$ cat src/rtl/serial_alu_pkg.sv
// Shared types for the bit-serial ALU sequencer: opcode encodings and FSM states.
package serial_alu_pkg;

  typedef enum logic [2:0] {
    OP_AND = 3'b000,
    OP_OR  = 3'b001,
    OP_XOR = 3'b010,
    OP_NOT = 3'b011,
    OP_SHL = 3'b100
  } op_t;

  typedef enum logic [1:0] {
    IDLE = 2'd0,
    RUN  = 2'd1,
    DONE = 2'd2
  } state_t;

endpackage

$ cat src/rtl/serial_alu_sequencer_shreg.sv
// WIDTH-bit register with parallel load and right shift taking a serial bit in at the MSB.
module serial_shreg #(
  parameter int WIDTH = 8
) (
  input  logic             clk,
  input  logic             rst,
  input  logic             load,
  input  logic [WIDTH-1:0] load_val,
  input  logic             shift,
  input  logic             sin,
  output logic [WIDTH-1:0] q
);

  // A load wins over a shift so an accepted start always begins from fresh operands.
  always_ff @(posedge clk) begin
    if (rst)
      q <= '0;
    else if (load)
      q <= load_val;
    else if (shift)
      q <= {sin, q[WIDTH-1:1]};
  end

endmodule

$ cat src/rtl/serial_alu_sequencer.sv
// Feeds operands LSB-first through an external 1-bit ALU slice, chaining its carry
// and reassembling the serial results into a WIDTH-bit word.
module serial_alu_sequencer
  import serial_alu_pkg::*;
#(
  parameter int WIDTH = 8
) (
  input  logic             clk,
  input  logic             rst,
  input  logic             start,
  input  logic [WIDTH-1:0] a,
  input  logic [WIDTH-1:0] b,
  input  logic [2:0]       op,
  output logic             busy,
  output logic             done,
  output logic [WIDTH-1:0] result,
  output logic             cout,
  output logic             slice_op1,
  output logic             slice_op2,
  output logic [2:0]       slice_opsel,
  output logic             slice_cin,
  input  logic             slice_result,
  input  logic             slice_cout
);

  localparam int CW = $clog2(WIDTH);

  state_t         state, next_state;
  logic [CW-1:0]  count;
  logic           carry;
  op_t            op_q;
  logic [WIDTH-1:0] a_q, b_q, r_q;
  logic           accept, running, last_bit;
  logic           unused_bits;

  assign accept   = (state == IDLE) && start;
  assign running  = (state == RUN);
  assign last_bit = (count == CW'(WIDTH - 1));

  always_ff @(posedge clk) begin
    if (rst)
      state <= IDLE;
    else
      state <= next_state;
  end

  always_comb begin
    next_state = state;
    case (state)
      IDLE:    if (start) next_state = RUN;
      RUN:     if (last_bit) next_state = DONE;
      DONE:    next_state = IDLE;
      default: next_state = IDLE;
    endcase
  end

  // Slice drives are forced low outside RUN so the slice sees a quiet bus when idle.
  always_comb begin
    busy        = 1'b0;
    done        = 1'b0;
    slice_op1   = 1'b0;
    slice_op2   = 1'b0;
    slice_cin   = 1'b0;
    slice_opsel = 3'b000;
    case (state)
      RUN: begin
        busy        = 1'b1;
        slice_op1   = a_q[0];
        slice_op2   = b_q[0];
        slice_cin   = carry;
        slice_opsel = op_q;
      end
      DONE: begin
        busy = 1'b1;
        done = 1'b1;
      end
      default: ;
    endcase
  end

  // Counter saturates at the last bit so it never wraps while waiting in DONE.
  always_ff @(posedge clk) begin
    if (rst) begin
      count <= '0;
      carry <= 1'b0;
      op_q  <= OP_AND;
    end else if (accept) begin
      count <= '0;
      carry <= 1'b0;
      op_q  <= op_t'(op);
    end else if (running) begin
      carry <= slice_cout;
      if (!last_bit)
        count <= count + 1'b1;
    end
  end

  serial_shreg #(.WIDTH(WIDTH)) u_a_sh (
    .clk(clk), .rst(rst), .load(accept), .load_val(a),
    .shift(running), .sin(1'b0), .q(a_q)
  );

  serial_shreg #(.WIDTH(WIDTH)) u_b_sh (
    .clk(clk), .rst(rst), .load(accept), .load_val(b),
    .shift(running), .sin(1'b0), .q(b_q)
  );

  serial_shreg #(.WIDTH(WIDTH)) u_r_sh (
    .clk(clk), .rst(rst), .load(accept), .load_val('0),
    .shift(running), .sin(slice_result), .q(r_q)
  );

  assign result = r_q;
  assign cout   = carry;

  // Only the LSB of each operand register feeds the slice.
  assign unused_bits = ^{a_q[WIDTH-1:1], b_q[WIDTH-1:1]};

endmodule

$ cat config.mk
export PLATFORM = sky130hd
export DESIGN_NAME = serial_alu_sequencer
export DESIGN_NICKNAME = d
export VERILOG_FILES = /design/src/rtl/serial_alu_pkg.sv /design/src/rtl/serial_alu_sequencer_shreg.sv /design/src/rtl/serial_alu_sequencer.sv
export SDC_FILE = /design/constraint.sdc
export NUM_CORES = 1
export LEC_CHECK = 0
export BUFFER_PORTS_ARGS = -buffer_cell sky130_fd_sc_hd__buf_2
export CELL_PAD_IN_SITES_DETAIL_PLACEMENT = 1
export CELL_PAD_IN_SITES_GLOBAL_PLACEMENT = 1
export CORE_MARGIN = 8
export CORE_UTILIZATION = 39
export DETAILED_ROUTE_END_ITERATION = 10
export GPL_TIMING_DRIVEN = 0
export PLACE_DENSITY = 0.82
export SLEW_MARGIN = 20
export SYNTH_ARGS = -nofsm -noshare
export SYNTH_HDL_FRONTEND = slang
export SYNTH_SLANG_ARGS = --single-unit
$ cat constraint.sdc
create_clock -name clk -period 1.6 [get_ports clk]
set_input_delay 0.08 -clock clk [delete_from_list [all_inputs] [get_ports clk]]
set_output_delay 0.08 -clock clk [all_outputs]
set_load 0.01 [all_outputs]
==> impl_metrics.env, run 1 <==
export IMPL_dr_pass1_iters=4
export IMPL_dp_hpwl_mm=2.93
export IMPL_min_path_cells=3
export IMPL_fmax_mhz=660
export IMPL_drv_cap=0
export IMPL_hold_path_end="cout"
export IMPL_power_density_nw_per_um2=1470
export IMPL_crit_fanout=10
export IMPL_vias=1200
export IMPL_cts_setup_buffers=0
export IMPL_fin_cells=246
export IMPL_wirelength_mm=3.70
export IMPL_timing_rr_end="u_a_sh.q[6]"
export IMPL_seq_area_frac_synth_pct=43.2
export IMPL_tightest_slew_ns=0.269
export IMPL_wl_met3_um=243
export IMPL_layout_drive_gt1_share_pct=35.4
export IMPL_grt_setup_unrepaired="false"
export IMPL_grt_max_degree=11
export IMPL_post_synth_cell_area_avg_um2=10.1
export IMPL_cp_end_kind="primary output"
export IMPL_finalSetupViolCount=0
export IMPL_top_layer="met4"
export IMPL_hold_class="input port to flip-flop"
export IMPL_numPlacedInstances=239
export IMPL_yosys_warnings=0
export IMPL_pre_cts_ws_ns=0.0869
export IMPL_cts_buffer_depth=2
export IMPL_fin_ws_ns=0.0853
export IMPL_grt_pass1_wl_mm=6.11
export IMPL_syn2layout_area_growth_pct=22.6
export IMPL_pwr_share_seq_pct=39.5
export IMPL_required_ns=1.52
export IMPL_io_buffers=40
export IMPL_core_area_um2=3720
export IMPL_cts_root_buf="clkbuf_8"
export IMPL_tns_ns=0
export IMPL_hold_viol_final=0
export IMPL_cp_start_kind="flip-flop"
export IMPL_synth_distinct_cells=20
export IMPL_die_w_um=78.6
export IMPL_remaining_drc_errors=0
export IMPL_critPathKind="flip-flop to primary output"
export IMPL_antenna_found_initial=0
export IMPL_cts_tree="done"
export IMPL_fin_nets=228
export IMPL_worstReg2RegStart="state[0]"
export IMPL_grt_pass1_vias=1335
export IMPL_status="complete, no violations"
export IMPL_netlist_instances=151
export IMPL_slew_headroom_pct=82.0
export IMPL_wl_per_cell_um=15.0
export IMPL_p_int_mw=1.81
export IMPL_ir_worst_vdd_mv=0.621
export IMPL_dieArea_um2=6180
export IMPL_cts_htree_levels=2
export IMPL_synth_seq_cells=33
export IMPL_nFillCells=443
export IMPL_start_util_pct=41.2
export IMPL_netSwitchingPower_mw=0.949
export IMPL_crit_arrival_ns=1.43
export IMPL_routabilityCongestion=0.770
export IMPL_skew_ns=0.00150
export IMPL_period_minus_slack_ns=1.51
export IMPL_dieHeight_um=78.6
export IMPL_cts_sinks=33
export IMPL_io_pins=41
export IMPL_p_sw_share_pct=34.4
export IMPL_viasPerCell=4.88
export IMPL_reg2reg_slack_ns=0.18
export IMPL_report_final_slew_viol_count=0
export IMPL_dr_wl_met2_mm=1.93
export IMPL_rows=22
export IMPL_clock_power_share_pct=21.3
export IMPL_clkTransAtPathRegs_ns=0.06
export IMPL_finalCritPeriodShare_pct=94.7
export IMPL_hold_start="slice_cout"
export IMPL_power_leakage_nw=0.819
export IMPL_ant_nets=0
export IMPL_syn_nets=182
export IMPL_final_cell_mix="buf_2, dfxtp_1, mux2i_1"
export IMPL_register_area_um2=663
export IMPL_ff2ff_path_depth=6
export IMPL_met1_length_mm=1.52
export IMPL_antenna_cells=0
export IMPL_drtIter0Drc=33
export IMPL_p_comb_share_pct=39.2
export IMPL_multi_input_area_um2=787
export IMPL_cts_buffers=5
export IMPL_final_common_cell="buf_2"
export IMPL_syn_area_um2=1530
export IMPL_clk_latency_ns=0.28
export IMPL_overflow=0
export IMPL_grtUsageTotal_pct=12.2
==> flip-flops by register name, summed over array words and instances (netlist names) <==
| signal | count |
|---|---|
| u_a_sh.q | 8 |
| u_b_sh.q | 8 |
| op_q | 3 |
| count | 3 |
| cout | 1 |
| state | 2 |
| u_r_sh.q | 8 |
==> stage by stage <==
step / util (%) / hold slack [ns] / instance area [um2] / power (mW)
floorplan: - / 0.216 / 1530 / 1.92
global placement: 48.2 / 0.313 / 1790 / 2.12
detailed placement: 48.2 / 0.329 / 1790 / 2.19
CTS: 50.5 / 0.0263 / 1880 / 2.82
global route: 50.5 / 0.0435 / 1880 / 2.94
finish: 50.5 / 0.0359 / 1880 / 2.76
==> cell type report <==
class	count	area share (%)
Buffer	9	4.00
Inverter	3	0.600
Timing Repair Buffer	40	10.7
Clock buffer	8	4.27
Tap cell	48	3.20
Sequential cell	33	35.3
Multi-Input combinational cell	105	41.9
==> worst max-delay path, stage by stage, from the launching register on <==
cell     delay, ns
dfxtp_2       0.33
inv_2         0.08
ha_2          0.28
buf_6         0.17
and2_1        0.15
buf_2         0.13
==> logic make-up (layout without fill, tap and decap cells) <==
| logic type | after synthesis | count (layout) | synth area share (%) |
|---|---|---|---|
| compound gates | 20 | 20 | 12.0 |
| xor+xnor | 1 | 1 | 0.572 |
| fa+ha+maj | 7 | 7 | 5.72 |
| buf+inv | 13 | 60 | 5.56 |
| flops | 33 | 33 | 43.2 |
| mux | 27 | 27 | 17.7 |
| simple gates | 50 | 50 | 15.3 |
==> power groups by stage <==
stage                     logic [mW]  registers, mW  clock network [mW]
after floorplan                0.849           1.07                   0
after global placement          1.03           1.09                   0
after detailed placement        1.09           1.10                   0
after CTS                       1.11           1.09               0.619
after global routing            1.18           1.11               0.646
final                           1.08           1.09               0.588
==> how the worst max path moves through the flow <==
stage | from | to | slack, ns | depth (start not counted)
floorplan | state[1] | state[0] | 0.30 | 6
global placement | state[0] | u_a_sh.q[0] | 0.19 | 6
detailed placement | state[1] | state[1] | 0.09 | 6
CTS | state[1] | slice_op1 | 0.03 | 6
global route | state[1] | slice_op2 | 0.008 | 5
finish | state[1] | slice_op1 | 0.09 | 5
==> synth_stat cells (all sizes together) <==
master   n  share of area (%)
and2     7                2.9
and2b    1               0.65
inv      3               0.74
a21oi    6                2.2
nor2    26                6.4
ha       7                5.7
dfxtp   33                 43
nand2    9                2.4
nand2b   5                2.0
mux2i   27                 18
xnor2    1               0.57
a211oi  14                9.8
buf     10                4.8
nand3b   2               0.98
==> per-layer routing <==
metal	vias up	track usage, %
met4	0	3.70
met2	36	21.6
met1	561	12.6
li1	601	-
met5	-	0
met3	2	5.58
==> timing repair <==
action                     CTS  global route
resized for setup            4             3
hold buffers                 0             0
cloned                       0             0
setup endpoints to repair    6             6
Power figures use the tool's default switching activity.
==> run 2: changes to the inputs <==
CORE_ASPECT_RATIO = 1.75   (was default)
REMOVE_ABC_BUFFERS = 1   (was default)
==> run 2 against run 1 <==
Clock power up 19%. Die area is 1.3% higher. Clock skew increased by 0.0045 ns. Sequential share of layout area down 0.76 points. Largest cell class unchanged. Sequential power about the same. Global-route usage increased by 0.14 points. Critical path type unchanged. Largest power group is now combinational logic.
==> impl_metrics.env, run 2 (synthesis gave the netlist of run 1 again) <==
export IMPL_timing_rr_end="count[1]"
export IMPL_grt_pass1_vias=1309
export IMPL_fin_area_um2=1910
export IMPL_wl_per_cell_um=15.7
export IMPL_cts_hold_buffers=0
export IMPL_netSwitchingPower_mw=1.03
export IMPL_crit_fanout=23
export IMPL_p_comb_share_pct=39.1
export IMPL_grtUsageTotal_pct=12.4
export IMPL_endpoint="slice_opsel[1]"
export IMPL_final_common_cell="buf_2"
export IMPL_io_buffers=40
export IMPL_io_pins=41
export IMPL_cts_root_buf="clkbuf_8"
export IMPL_final_cell_mix="buf_2, dfxtp_1, mux2i_1"
export IMPL_die_w_um=63.4
export IMPL_syn2layout_area_growth_pct=24.9
export IMPL_critPathKind="flip-flop to primary output"
export IMPL_cp_num_buf_inv=3
export IMPL_start_util_pct=40.0
export IMPL_vias=1203
export IMPL_holdWs_ns=0.0192
export IMPL_p_int_mw=1.91
export IMPL_cp_end_kind="primary output"
export IMPL_crit_start="state[1]"
export IMPL_report_final_slew_viol_count=0
export IMPL_finalCritPeriodShare_pct=92.7
export IMPL_hold_viol_final=0
export IMPL_nFillCells=465
export IMPL_slowest_stage="dfxtp_1"
export IMPL_dr_pass1_iters=3
export IMPL_critical_path_top_delay_family="flip-flops"
export IMPL_slew_headroom_pct=66.5
export IMPL_cts_buffer_depth=2
export IMPL_crit_path_max_incr_delay_ns=0.39
export IMPL_clk_latency_ns=0.29
export IMPL_power_leakage_nw=0.823
export IMPL_drtIter0Drc=19
export IMPL_cp_start_kind="flip-flop"
export IMPL_cts_buffers=5
export IMPL_worstReg2RegStart="state[0]"
export IMPL_p_sw_share_pct=35.1
export IMPL_antenna_found_initial=0
export IMPL_status="complete, no violations"
export IMPL_total_power_mw=2.94
export IMPL_tns_ns=0
export IMPL_grt_pass1_wl_mm=6.00
export IMPL_drv_cap=0
export IMPL_remaining_drc_errors=0
export IMPL_grt_max_degree=35
export IMPL_power_density_nw_per_um2=1540
export IMPL_reg2reg_slack_ns=0.15
export IMPL_viasPerCell=4.99
export IMPL_fmax_mhz=674
export IMPL_dieArea_um2=6260
export IMPL_hold_start="slice_cout"
export IMPL_grt_setup_unrepaired="false"
export IMPL_ir_worst_vdd_mv=0.676
export IMPL_place_area_um2=1750
export IMPL_overflow=0
export IMPL_period_minus_slack_ns=1.48
export IMPL_fin_nets=223
export IMPL_cp_cell_sequence="inv_2 -> ha_4 -> buf_16 -> and2_1 -> buf_2"
export IMPL_pwr_share_seq_pct=37.1
export IMPL_ant_nets=0
export IMPL_skew_ns=0.00604
export IMPL_cts_sinks=33
export IMPL_clock_power_share_pct=23.8
export IMPL_hold_class="input port to flip-flop"
export IMPL_rows=30
export IMPL_wirelength_mm=3.78
export IMPL_clkTransAtPathRegs_ns=0.07
export IMPL_routabilityCongestion=0.728
export IMPL_tightest_slew_ns=0.503
export IMPL_cts_htree_levels=2
export IMPL_antenna_cells=0
export IMPL_dp_hpwl_mm=2.68
export IMPL_layout_drive_gt1_share_pct=35.2
export IMPL_ff2ff_path_depth=5
export IMPL_core_area_um2=3830
export IMPL_cp_depth=5
export IMPL_cts_tree="done"
export IMPL_reg_largest_list="u_a_sh.q: 8 flops, u_b_sh.q: 8 flops, u_r_sh.q: 8 flops"
export IMPL_crit_arrival_ns=1.40
export IMPL_dieHeight_um=98.9
export IMPL_finalSetupViolCount=0
export IMPL_required_ns=1.52
export IMPL_fin_util_pct=49.9
run 2: cell count changes in the layout (fill, tap and decap cells not counted), sizes merged:
cell,before,now
nand2,9,10
clkbuf,9,7
clkinv,0,1
buf,48,43
run 2: metrics by stage:
| stage | std cells | setup slack (ns) |
|---|---|---|
| 2_1_floorplan | 141 | -0.446 |
| 3_3_place_gp | 229 | -0.725 |
| 3_5_place_dp | 230 | -0.405 |
| 4_1_cts | 240 | 0.0373 |
| 5_1_grt | 241 | 0.0408 |
| 6_report | 241 | 0.117 |
run 2: repair_timing:
action                     4_1_cts  5_1_grt
gates cloned                     0        1
gates resized for setup          4        3
pin swaps                        0        1
setup buffers                    2        0
setup endpoints to repair       38       17
run 2: layout make-up:
cell class | instances | area, um2 | area share [%]
inverters | 3 | 11.3 | 0.589
clock buffers | 7 | 96.3 | 5.04
clock inverters | 1 | 5.00 | 0.262
well taps | 48 | 60.1 | 3.14
repair buffers | 43 | 243 | 12.7
flip-flops and latches | 33 | 661 | 34.6
multi-input cells | 106 | 835 | 43.7
run 2: power by group through the flow:
stage | sequential, mW | clock (mW) | combinational [mW]
floorplan | 1.07 | 0 | 0.750
global placement | 1.08 | 0 | 0.915
finish | 1.09 | 0.699 | 1.15
CTS | 1.09 | 0.716 | 1.10
detailed placement | 1.10 | 0 | 1.03
global route | 1.11 | 0.748 | 1.25
run 2: worst min-delay path: stages:
cell and delay (ns):
buf_2 0.07, mux2i_1 0.06, nor2_1 0.07
run 2: worst min path at each step:
stage                              to  slack [ns]  depth (start not counted)
after CTS                        cout        0.02                          3
after detailed placement         cout        0.33                          3
after global routing          op_q[2]        0.02                          3
after global placement           cout        0.32                          3
final                            cout        0.02                          3
after floorplan           u_a_sh.q[1]        0.14                          1
run 2: layer usage:
| layer | track usage [%] | vias up | share of wire (%) |
|---|---|---|---|
| li1 | - | 595 | - |
| met1 | 10.4 | 574 | 36 |
| met2 | 22.8 | 25 | 56 |
| met3 | 4.32 | 9 | 4.5 |
| met4 | 9.15 | 0 | 3.1 |
| met5 | 0 | - | 0 |
